### src/rtl/tick_timer_pkg.sv
// Shared types and defaults for the tick timeout timer.
// Holds the controller state enum and the default counter width.
package tick_timer_pkg;

  localparam int CNT_W_DEF = 8;

  typedef enum logic [1:0] {
    IDLE   = 2'd0,
    RUN    = 2'd1,
    PAUSED = 2'd2
  } tmr_state_e;

endpackage

### src/rtl/tick_timeout_timer.sv
// Tick-driven timeout timer: counts timebase strobes up to a latched limit, one-shot or auto-reload.
// Optional pause input and PAUSED state are enabled by defining TICK_TIMER_PAUSE_EN.
//
// state  | meaning
// IDLE   | not counting; ticks ignored, waiting for start_i
// RUN    | counting ticks toward limit_q
// PAUSED | count held, ticks ignored until pause_i drops (TICK_TIMER_PAUSE_EN only)
module tick_timeout_timer
  import tick_timer_pkg::*;
#(
  parameter int CNT_W        = CNT_W_DEF,
  parameter int PERIODIC_DEF = 0
) (
  input  logic             clk,
  input  logic             rst,
  input  logic             tick_i,
  input  logic             start_i,
  input  logic             abort_i,
  input  logic             periodic_i,
  input  logic [CNT_W-1:0] limit_i,
`ifdef TICK_TIMER_PAUSE_EN
  input  logic             pause_i,
`endif
  output logic             timeout_o,
  output logic             busy_o,
  output logic [CNT_W-1:0] count_o
);

  tmr_state_e       state_q;
  logic [CNT_W-1:0] count_q;
  logic [CNT_W-1:0] limit_q;
  logic             periodic_q;
  logic             timeout_q;
  logic [CNT_W-1:0] count_inc;
  logic             pause_w;

`ifdef TICK_TIMER_PAUSE_EN
  assign pause_w = pause_i;
`else
  assign pause_w = 1'b0;
`endif

  // count_q stays below limit_q, so the increment never wraps
  assign count_inc = count_q + 1'b1;

  always_ff @(posedge clk) begin
    if (!rst) begin
      state_q    <= IDLE;
      count_q    <= '0;
      limit_q    <= '0;
      periodic_q <= (PERIODIC_DEF != 0);
      timeout_q  <= 1'b0;
    end else begin
      timeout_q <= 1'b0;
      if (abort_i) begin
        state_q <= IDLE;
        count_q <= '0;
      end else if (start_i) begin
        // a zero limit would never expire, so treat it as one tick
        limit_q    <= (limit_i == '0) ? CNT_W'(1) : limit_i;
        periodic_q <= periodic_i;
        count_q    <= '0;
        state_q    <= RUN;
      end else begin
        case (state_q)
          RUN: begin
            if (pause_w) begin
              state_q <= PAUSED;
            end else if (tick_i) begin
              if (count_inc == limit_q) begin
                count_q   <= '0;
                timeout_q <= 1'b1;
                state_q   <= periodic_q ? RUN : IDLE;
              end else begin
                count_q <= count_inc;
              end
            end
          end
          PAUSED: begin
            if (!pause_w) state_q <= RUN;
          end
          default: ;
        endcase
      end
    end
  end

  assign timeout_o = timeout_q;
  assign busy_o    = (state_q != IDLE);
  assign count_o   = count_q;

endmodule

### config.mk
export PLATFORM = sky130hd
export DESIGN_NAME = tick_timeout_timer
export DESIGN_NICKNAME = d
export VERILOG_FILES = /design/src/rtl/tick_timer_pkg.sv /design/src/rtl/tick_timeout_timer.sv
export SDC_FILE = /design/constraint.sdc
export NUM_CORES = 1
export LEC_CHECK = 0
export CORE_MARGIN = 3
export CORE_UTILIZATION = 60
export CTS_CLUSTER_DIAMETER = 40
export DETAILED_ROUTE_END_ITERATION = 7
export DONT_BUFFER_PORTS = 1
export GPL_TIMING_DRIVEN = 0
export HOLD_SLACK_MARGIN = 0.05
export PLACE_DENSITY_LB_ADDON = 0.08
export SLEW_MARGIN = 25
export SYNTH_ARGS = -nofsm -noshare
export SYNTH_HDL_FRONTEND = slang
export SYNTH_SLANG_ARGS = --single-unit
export TNS_END_PERCENT = 30
### constraint.sdc
create_clock -name clk -period 2.7 [get_ports clk]
set_input_delay 0.27 -clock clk [delete_from_list [all_inputs] [get_ports clk]]
set_output_delay 0.27 -clock clk [all_outputs]
set_load 0.1 [all_outputs]
==> results.yml <==
sta:
  fmax_mhz: 403
  final.min_clock_period_ns: 2.48
  hold_violations: 0
  fin_setup_tns_ns: 0
  setup_viol: 0
  rsz0062_at_grt: "false"
  max-slew-margin-rel_pct: 27.8
  post-route-worst-setup-slack_ns: 0.216
  fin_crit_sh_pct: 92.0
  tightest_slew_ns: 1.08
  slew_viol_final: 0
  finClkSkew_ns: 0.00614
setup_path:
  path_max_fanout: 9
  critPathKind: "reg -> reg"
  required_ns: 2.88
  worstSetupStartpointType: "register"
  arrival_ns: 2.67
  critPathCaptureType: "register"
finish:
  finalCoreUtilization_pct: 70.7
  antenna_cells: 0
  layout.nets: 146
  syn_to_final_growth_pct: 6.53
  drive_gt1_share_pct: 11.5
  multi_input_area_um2: 622
  regArea_um2: 388
  n_fill_cell: 132
yosys:
  synth_top_area_share_pct: 36.8
  synth_edf_count: 0
  yosysSeqAreaShare_pct: 36.8
  synth_nets: 140
  syn_avg_cell_area_um2: 8.28
  ys.flop_type: "dfxtp_1"
  synth_largest_area_cell: "dfxtp_1"
  synthArstFlopShare_pct: 0
  synth_commonest_cells: "nand2_1, dfxtp_1, o21ai_0"
  synth-seq-cells: 19
  synth_cells: 125
  ys_warn_count: 0
  synth.most_common_cell: "nand2_1"
  synthTopCellsByArea: "dfxtp_1, nand2_1, a21boi_0"
  synth_cell_types: 36
  syn_area_mm2: 0.00103
run_status:
  outcome: "finished clean"
global_route:
  grt_pass1_wl_um: 3460
  antenna_found_initial: 0
  use_met2_pct: 38.0
  grt_usage_pct: 22.0
  top_usage_layer: "met2"
  gr-total-overflow: 0
  grt_pass1_vias: 817
  grt_max_degree: 11
  grt.met3_usage_pct: 5.26
  met1_usage_pct: 26.3
power:
  comb_power_share_pct: 8.0
  p_sw_w: 0.000121
  ir_worst_vdd_uv: 352
  p_seq_share_pct: 61.9
  power_density_mw_per_mm2: 440
  p_clk_share_pct: 30.2
  p_leak_nw: 0.400
  intPower_w: 0.000364
  p_sw_share_pct: 24.9
flow_run:
  maxCapViolCount: 0
clock_network:
  cts_inserted_buffers: 3
  tritoncts: "built"
  clock-root-buffer: "clkbuf_4"
  clkTransAtPathRegs_ns: 0.11
  clkSinkCount: 19
  clkLatencyLatePin_ns: 0.30
  clockBufferDepth: 2
  htree_levels: 1
placed_design:
  place_hpwl_um: 1510
  gp_congestion: 0.848
  dpl_worst_slack_ns: -0.112
  io_buffers: 0
floorplanning:
  start_util_pct: 66.4
  fp.dieH_um: 47.5
  core_area_mm2: 0.00156
  ios: 24
  row_count: 14
  die_width_um: 47.5
  dieArea_mm2: 0.00226
drt:
  postRouteAntennaNets: 0
  num_vias: 858
  wl_per_cell_um: 14.4
  drc: 0
  drt-total-wl_um: 2100
  avgViaCountPerCell: 5.88
  drt_pass1_iterations: 4
  drtIter0Drc: 19
min_path:
  min_path_type: "in -> reg"
sequential cells by signal, indices dropped and copies added (netlist names):
name        flops
limit_q         8
periodic_q      1
timeout_o       1
count_o         8
state_q         1
power groups by stage:
stage	clock, W	sequential, W	combinational, W
finish	0.000146	0.000300	0.0000387
global route	0.000163	0.000301	0.0000446
CTS	0.000145	0.000300	0.0000370
detailed placement	0	0.000306	0.0000368
global placement	0	0.000306	0.0000355
floorplan	0	0.000304	0.0000315
cells by family (layout without fill, tap and decap cells):
group,Yosys count,after routing,share of synthesized area (%)
adder cells (fa/ha/maj),1,1,1.21
XOR/XNOR,12,12,12.9
buffers and inverters,7,12,3.51
AND/OR/NAND/NOR,50,50,23.3
AO/OA/AOI/OAI,36,36,22.2
flip-flops,19,19,36.8
worst paths after layout:
path / from / end / slack (ns) / cells after the start
hold reg to reg: periodic_q / periodic_q / 0.48 / 2
setup / recovery: count_o[0] / state_q[0] / 0.22 / 5
setup reg to reg: count_o[0] / state_q[0] / 0.22 / 5
hold / removal: periodic_i / periodic_q / 0.10 / 2
critical path, stage by stage, from the launching register on:
cell       delay, ns
dfxtp_2         0.78
ha_1            0.34
xor3_1          0.25
or4b_1          0.54
a2111oi_2       0.33
a31oi_1         0.13
cell type report:
type	instances	area share, %
buffer	5	2.61
inverter	2	0.681
multi-input combinational	99	56.4
tap	16	1.82
sequential	19	35.2
timing repair buffer	1	0.908
clock buffer	4	2.38
placed cells by master (no fill, tap or decap), types with 3 or more instances in the layout:
cell type / count
dfxtp_1: 13
xor2_1: 4
nand2_1: 24
nor2b_1: 3
or3_1: 3
xnor2_1: 6
nand3_1: 3
dfxtp_2: 6
nor2_1: 3
a21oi_1: 7
a21boi_0: 8
o21ai_0: 10
nor3_1: 4
clkbuf_4: 3
metrics by stage:
| stage | std cells | hold WS [ns] | total power (W) | area (um2) |
|---|---|---|---|---|
| floorplan | 125 | 0.370 | 0.000336 | 1030 |
| global placement | 141 | 0.371 | 0.000341 | 1050 |
| detailed placement | 141 | 0.377 | 0.000343 | 1060 |
| CTS | 145 | 0.0562 | 0.000482 | 1090 |
| global route | 146 | 0.0836 | 0.000508 | 1100 |
| finish | 146 | 0.103 | 0.000485 | 1100 |
repair_timing:
item	CTS	global route
setup buffers	0	0
hold buffers	0	1
endpoints found under the hold margin	0	1
gates resized for setup	4	1
setup endpoints to repair	9	6
metal layers:
metal  wire length, um  share of wire (%)
met5                 0                  0
met4                21                1.0
met3               121                5.8
met2               992                 47
met1               965                 46
Note: power is estimated with default switching activity, not from simulation.
